### src/rtl/systolic_seq_if.sv
// Job/config, stall and array-control signals of the systolic sequencer.
interface systolic_seq_if #(
  parameter int unsigned ADDR_WIDTH = 10,
  parameter int unsigned ROW_NUM    = 16
);
  logic                  start;
  logic [ADDR_WIDTH-1:0] cfg_len;
  logic [ADDR_WIDTH-1:0] cfg_base;
  logic                  hold;
  logic                  act_rd_en;
  logic [ADDR_WIDTH-1:0] act_rd_addr;
  logic [ROW_NUM-1:0]    arr_enable;
  logic                  arr_save;
  logic                  busy;
  logic                  done;
  logic                  err;

  // Job issuer / environment side
  modport master (
    output start, cfg_len, cfg_base, hold,
    input  act_rd_en, act_rd_addr, arr_enable, arr_save, busy, done, err
  );

  // Sequencer side
  modport slave (
    input  start, cfg_len, cfg_base, hold,
    output act_rd_en, act_rd_addr, arr_enable, arr_save, busy, done, err
  );
endinterface

### src/rtl/systolic_seq.sv
// Sequencer streaming activation vectors into a skewed systolic array.
module systolic_seq #(
  parameter int unsigned PE_NUM     = 16,
  parameter int unsigned ROW_NUM    = 16,
  parameter int unsigned ADDR_WIDTH = 10
) (
  input  logic         clk,
  input  logic         rstn,
  systolic_seq_if.slave bus
);

  localparam int unsigned DRAIN_CYC = ROW_NUM + PE_NUM - 1;
  localparam int unsigned DRAIN_W   = $clog2(DRAIN_CYC + 1);

  typedef enum logic [2:0] {
    S_IDLE  = 3'd0,
    S_FILL  = 3'd1,
    S_DRAIN = 3'd2,
    S_SAVE  = 3'd3,
    S_DONE  = 3'd4
  } state_t;

  state_t                r_state;
  state_t                w_next;
  logic [ADDR_WIDTH-1:0] r_len;
  logic [ADDR_WIDTH-1:0] r_base;
  logic [ADDR_WIDTH-1:0] r_idx;
  logic [DRAIN_W-1:0]    r_drain;
  logic [ROW_NUM-1:0]    r_skew;
  logic                  r_zero;

  logic                  w_accept;
  logic                  w_zero_req;
  logic                  w_issue;
  logic                  w_last;
  logic                  w_drain_end;
  logic [ROW_NUM-1:0]    w_skew_nxt;

  // Decode of the current cycle's events
  always_comb begin
    w_accept    = 1'b0;
    w_zero_req  = 1'b0;
    w_issue     = 1'b0;
    w_last      = 1'b0;
    w_drain_end = 1'b0;
    w_skew_nxt  = r_skew;
    if (r_state == S_IDLE && bus.start) begin
      w_accept   = (bus.cfg_len != '0);
      w_zero_req = (bus.cfg_len == '0);
    end
    w_issue     = (r_state == S_FILL) && !bus.hold;
    w_last      = (r_idx == r_len - ADDR_WIDTH'(1));
    w_drain_end = (r_drain == DRAIN_W'(DRAIN_CYC - 1));
    w_skew_nxt  = (r_skew << 1) | ROW_NUM'(w_issue);
  end

  // State register
  always_ff @(posedge clk or negedge rstn) begin
    if (!rstn) r_state <= S_IDLE;
    else       r_state <= w_next;
  end

  // Next state; hold stalls FILL/DRAIN only, SAVE and DONE always advance
  always_comb begin
    w_next = r_state;
    case (r_state)
      S_IDLE:  if (w_accept) w_next = S_FILL;
      S_FILL:  if (w_issue && w_last) w_next = S_DRAIN;
      S_DRAIN: if (!bus.hold && w_drain_end) w_next = S_SAVE;
      S_SAVE:  w_next = S_DONE;
      S_DONE:  w_next = S_IDLE;
      default: w_next = S_IDLE;
    endcase
  end

  // Job config, read index and drain counter
  always_ff @(posedge clk or negedge rstn) begin
    if (!rstn) begin
      r_len   <= '0;
      r_base  <= '0;
      r_idx   <= '0;
      r_drain <= '0;
    end else begin
      if (w_accept) begin
        r_len  <= bus.cfg_len;
        r_base <= bus.cfg_base;
        r_idx  <= '0;
      end else if (w_issue) begin
        r_idx <= r_idx + ADDR_WIDTH'(1);
      end
      if (w_issue && w_last) begin
        r_drain <= '0;
      end else if (r_state == S_DRAIN && !bus.hold) begin
        r_drain <= r_drain + DRAIN_W'(1);
      end
    end
  end

  // Diagonal enable skew: row r sees the read strobe r+1 unstalled cycles later
  always_ff @(posedge clk or negedge rstn) begin
    if (!rstn)          r_skew <= '0;
    else if (!bus.hold) r_skew <= w_skew_nxt;
  end

  // Zero-length request reports err/done one cycle after the start
  always_ff @(posedge clk or negedge rstn) begin
    if (!rstn) r_zero <= 1'b0;
    else       r_zero <= w_zero_req;
  end

  // Outputs decoded from registered state; hold masks the read strobe and enables
  always_comb begin
    bus.act_rd_en   = 1'b0;
    bus.act_rd_addr = '0;
    bus.arr_enable  = '0;
    bus.arr_save    = 1'b0;
    bus.busy        = 1'b0;
    bus.done        = 1'b0;
    bus.err         = 1'b0;
    if (w_issue) begin
      bus.act_rd_en   = 1'b1;
      bus.act_rd_addr = r_base + r_idx;
    end
    if (!bus.hold) bus.arr_enable = r_skew;
    bus.arr_save = (r_state == S_SAVE);
    bus.busy     = (r_state != S_IDLE);
    bus.done     = (r_state == S_DONE) || r_zero;
    bus.err      = r_zero;
  end

endmodule

### src/flat_wrapper.sv
// flat-port wrapper written by rule: the top's interface ports become plain ports
module systolic_seq_flat 
#(
  parameter int unsigned PE_NUM     = 16,
  parameter int unsigned ROW_NUM    = 16,
  parameter int unsigned ADDR_WIDTH = 10
)
  (clk, rstn, bus_start, bus_cfg_len, bus_cfg_base, bus_hold, bus_act_rd_en, bus_act_rd_addr, bus_arr_enable, bus_arr_save, bus_busy, bus_done, bus_err);
  systolic_seq_if #(.ADDR_WIDTH(ADDR_WIDTH), .ROW_NUM(ROW_NUM)) bus_i ();
  input  logic clk;
  input  logic rstn;
  input wire logic [$bits(bus_i.start)-1:0] bus_start;
  input wire logic [$bits(bus_i.cfg_len)-1:0] bus_cfg_len;
  input wire logic [$bits(bus_i.cfg_base)-1:0] bus_cfg_base;
  input wire logic [$bits(bus_i.hold)-1:0] bus_hold;
  output wire logic [$bits(bus_i.act_rd_en)-1:0] bus_act_rd_en;
  output wire logic [$bits(bus_i.act_rd_addr)-1:0] bus_act_rd_addr;
  output wire logic [$bits(bus_i.arr_enable)-1:0] bus_arr_enable;
  output wire logic [$bits(bus_i.arr_save)-1:0] bus_arr_save;
  output wire logic [$bits(bus_i.busy)-1:0] bus_busy;
  output wire logic [$bits(bus_i.done)-1:0] bus_done;
  output wire logic [$bits(bus_i.err)-1:0] bus_err;
  assign bus_i.start = bus_start;
  assign bus_i.cfg_len = bus_cfg_len;
  assign bus_i.cfg_base = bus_cfg_base;
  assign bus_i.hold = bus_hold;
  assign bus_act_rd_en = bus_i.act_rd_en;
  assign bus_act_rd_addr = bus_i.act_rd_addr;
  assign bus_arr_enable = bus_i.arr_enable;
  assign bus_arr_save = bus_i.arr_save;
  assign bus_busy = bus_i.busy;
  assign bus_done = bus_i.done;
  assign bus_err = bus_i.err;
  systolic_seq #(.PE_NUM(PE_NUM), .ROW_NUM(ROW_NUM), .ADDR_WIDTH(ADDR_WIDTH)) u_core (.clk(clk), .rstn(rstn), .bus(bus_i));
endmodule
### config.mk
export PLATFORM = sky130hd
export DESIGN_NAME = systolic_seq_flat
export DESIGN_NICKNAME = d
export VERILOG_FILES = /design/src/rtl/systolic_seq_if.sv /design/src/rtl/systolic_seq.sv /design/src/flat_wrapper.sv
export SDC_FILE = /design/constraint.sdc
export NUM_CORES = 1
export LEC_CHECK = 0
export CORE_MARGIN = 1.5
export CORE_UTILIZATION = 63
export DETAILED_ROUTE_END_ITERATION = 8
export DONT_BUFFER_PORTS = 1
export PLACE_DENSITY = 0.77
export SLEW_MARGIN = 20
export SYNTH_ARGS = -nofsm -noshare
export SYNTH_HDL_FRONTEND = slang
export SYNTH_SLANG_ARGS = --single-unit
### constraint.sdc
create_clock -name clk -period 2.9 [get_ports clk]
set_input_delay 0.58 -clock clk [delete_from_list [all_inputs] [get_ports clk]]
set_output_delay 0.58 -clock clk [all_outputs]
set_load 0.1 [all_outputs]
==> results of run 1 <==
## layout make-up
type / instances / area [um2] / area share (%)
Timing Repair Buffer: 45 / 445 / 11.6
Inverter: 10 / 37.5 / 0.978
Clock buffer: 6 / 82.6 / 2.15
Clock inverter: 2 / 35.0 / 0.913
Sequential cell: 55 / 1380 / 35.9
Multi-Input combinational cell: 227 / 1780 / 46.3
Tap cell: 67 / 83.8 / 2.18
## cell families (layout without fill, tap and decap cells)
| group | after synthesis | after routing | synth area share (%) |
|---|---|---|---|
| and+or+nand+nor | 106 | 106 | 18.8 |
| AOI/OAI and AO/OA | 60 | 60 | 13.7 |
| DFF | 55 | 55 | 44.3 |
| xor gates and xnor gates | 31 | 31 | 8.74 |
| buffers and inverters | 20 | 63 | 2.82 |
| muxes | 16 | 16 | 5.76 |
| adders and majority gates | 14 | 14 | 5.88 |
## worst max-delay path by stage
stage / cells after the start / to / slack, ns / start
after CTS: 8 / bus_act_rd_addr[8] / -0.19 / u_core.r_base[0]
after floorplan: 3 / bus_act_rd_addr[2] / -0.32 / bus_hold
after global routing: 8 / bus_act_rd_addr[8] / -0.30 / u_core.r_base[0]
after global placement: 8 / bus_act_rd_addr[8] / 0.05 / u_core.r_base[0]
after detailed placement: 8 / bus_act_rd_addr[8] / -0.02 / u_core.r_base[0]
final: 8 / bus_act_rd_addr[8] / -0.18 / u_core.r_base[0]
## timing repair
action	4_1_cts	5_1_grt
endpoints found under the hold margin	55	0
endpoints found under the setup margin	4	5
gates resized for setup	7	4
buffers inserted	3	2
pin swaps	5	3
hold buffers	1	0
cloned	0	0
## flip-flops by register name (all words and copies together) (netlist names)
signal          count
u_core.bus.err      1
u_core.r_drain      5
u_core.r_idx       10
u_core.r_state      3
u_core.r_base      10
u_core.r_len       10
u_core.r_skew      16
## critical path, stage by stage, from the launching register on
cell and delay (ns):
dfrtp_1 0.39, ha_2 0.20, fa_2 0.34, a21o_1 0.18, a21oi_2 0.18, o21ai_2 0.09
o41ai_4 0.30, mux2i_4 0.31, buf_12 0.19
## power by group
| part | total (mW) | internal, mW | switching, mW |
|---|---|---|---|
| Sequential | 1.22 | 1.00 | 0.218 |
| Clock | 0.524 | 0.280 | 0.244 |
| Combinational | 2.92 | 1.09 | 1.82 |
| Total | 4.66 | 2.38 | 2.29 |
## routing by layer
| layer | track usage, % | vias up |
|---|---|---|
| li1 | - | 1160 |
| met1 | 30.3 | 1181 |
| met2 | 46.9 | 48 |
| met3 | 5.39 | 10 |
| met4 | 7.76 | 0 |
| met5 | 0 | - |
## metrics by stage
step | utilization (%) | setup TNS [ns] | setup slack, ns | hold slack (ns)
after detailed placement | 76.6 | -0.0238 | -0.0152 | 0.286
after global placement | 76.6 | 0 | 0.0452 | 0.286
after global routing | 81.3 | -0.836 | -0.300 | 0.129
final | 81.3 | -0.322 | -0.175 | 0.124
after floorplan | - | -1.60 | -0.317 | 0.284
after CTS | 80.7 | -0.402 | -0.188 | 0.127
## cells in the mapped netlist (8+ instances only)
library cell / number
dfrtp_1: 55
nor2_1: 22
a21o_1: 19
nand2_1: 19
nor2b_1: 16
xnor2_1: 16
mux2_2: 15
xor2_1: 15
ha_1: 13
a21oi_1: 11
inv_1: 9
o21ai_0: 9
nor3_1: 8
==> run metrics, run 1 <==
Post-Syn Nets 340; Ports 55; Clock Tree Root clkbuf_8; Inst Count DP between 300 and 400; met3 wire len between 200 and 300 um; cts bufs inserted 5; Residual DRC 0; top-area cell type share of the netlist area ~44%; Initial Utilization 65.8%; die height 73.2 um; failing checks negative setup slack; Worst-Margin Slew about 0.91 ns; register area share after synthesis 44.3%; critical path class flop to output pin; Synth Register Bits 55; Core Rows 25; maximum VDD drop roughly 1100 uV; CP Capture Type output pin; Post-DP HPWL approximately 4.6 mm; final worst path period need 3.08 ns; antenna violations before repair 0; routed vias/inst around 5.8; Post-synth EDFFs 0; outcome finished, violations left; top post-synthesis cells by area dfrtp_1 (44%), mux2_2 (5.4%), ha_1 (5.2%); global-route usage over all layers approximately a quarter; Mapped Cells 302; R2R Path Start u_core.r_len[0]; hold crit path type input pin to asynchronous set/reset pin; Worst slew margin around two fifths; critical path arrival 2.50 ns; non-filler instance count after layout 412; H-tree Lvls 2; clk buf depth 2; fill cell total of the finished layout between 200 and 300; reg2reg setup slack ~0.55 ns; Hold Vio Cnt, Final 0; commonest non-fill, non-tap cell in the layout dfrtp_1; Routed WL ~6.3 mm; core area roughly 4700 um2; Async S/R FF share, synth 100%; post-placement cell area roughly 3600 um2; Port Buf Inserts 0; wire length on met1 between 2 and 3 mm; top layer reached by signal wires met4; Setup-failing EPs final 4; Clock transition at path regs 0.10 ns; cell area after synthesis a little over 3000 um2; power per cell area ~1200 nW/um2; Iteration-0 DRC Markers 76; share of cells above drive strength 1 approximately a third; most frequent cells in the layout dfrtp_1 (55), buf_4 (37), nand2_1 (19), a21o_1 (19), nor2_1 (17); Finished Cell Area about 3800 um2; TritonCTS clock tree done; Max Fclk roughly 330 MHz; Syn-to-layout area delta 23.5%; via count approximately 2400; Tcrit/Tclk final 106%; routability cong. just under 0.9; GRT overflow 0; total die area 5360 um2; Clock Sinks 55; DRT Pass-1 Iters 4; post-synth top area cell dfrtp_1; clk_skew about 0.0065 ns; WL/cell roughly 15 um; Warnings, synthesis 0; vias in the first global route between 2000 and 2500; max-slew violations 0; Mean Syn Cell Area around 10 um2; die width about 73 um; Leak about 1.8 nW; MaxCap Viol Count 0; DRT antenna net count 0; # diodes 0; ys flop type dfrtp_1; setup ws final -0.175 ns; Worst-Skew Late Latency around 0.31 ns; metal2 WL roughly 3.3 mm; RSZ-0062 raised after global routing true; Register-to-Register Path Depth 5; Critical Path Source Type flop; Crit Path Max Fanout 2; post-layout total power 4.66 mW; Final nets about 380; first-pass GRT wire length approximately 10 mm; largest net degree at the start of global routing between 50 and 60; distinct cell type count after synthesis between 50 and 60; reg2reg end u_core.r_state[0]; WP data required 2.32 ns
(Power assumes the default switching activity.)
==> run 2, diff against run 1 <==
--- a/config.mk
+++ b/config.mk
@@ -7,6 +7,7 @@
 export LEC_CHECK = 0
 export CORE_MARGIN = 1.5
 export CORE_UTILIZATION = 63
+export CTS_CLUSTER_DIAMETER = 150
 export DETAILED_ROUTE_END_ITERATION = 8
 export DONT_BUFFER_PORTS = 1
 export PLACE_DENSITY = 0.77
==> results of run 2 <==
Final layout, timing and power as in run 1 (identical DEF).
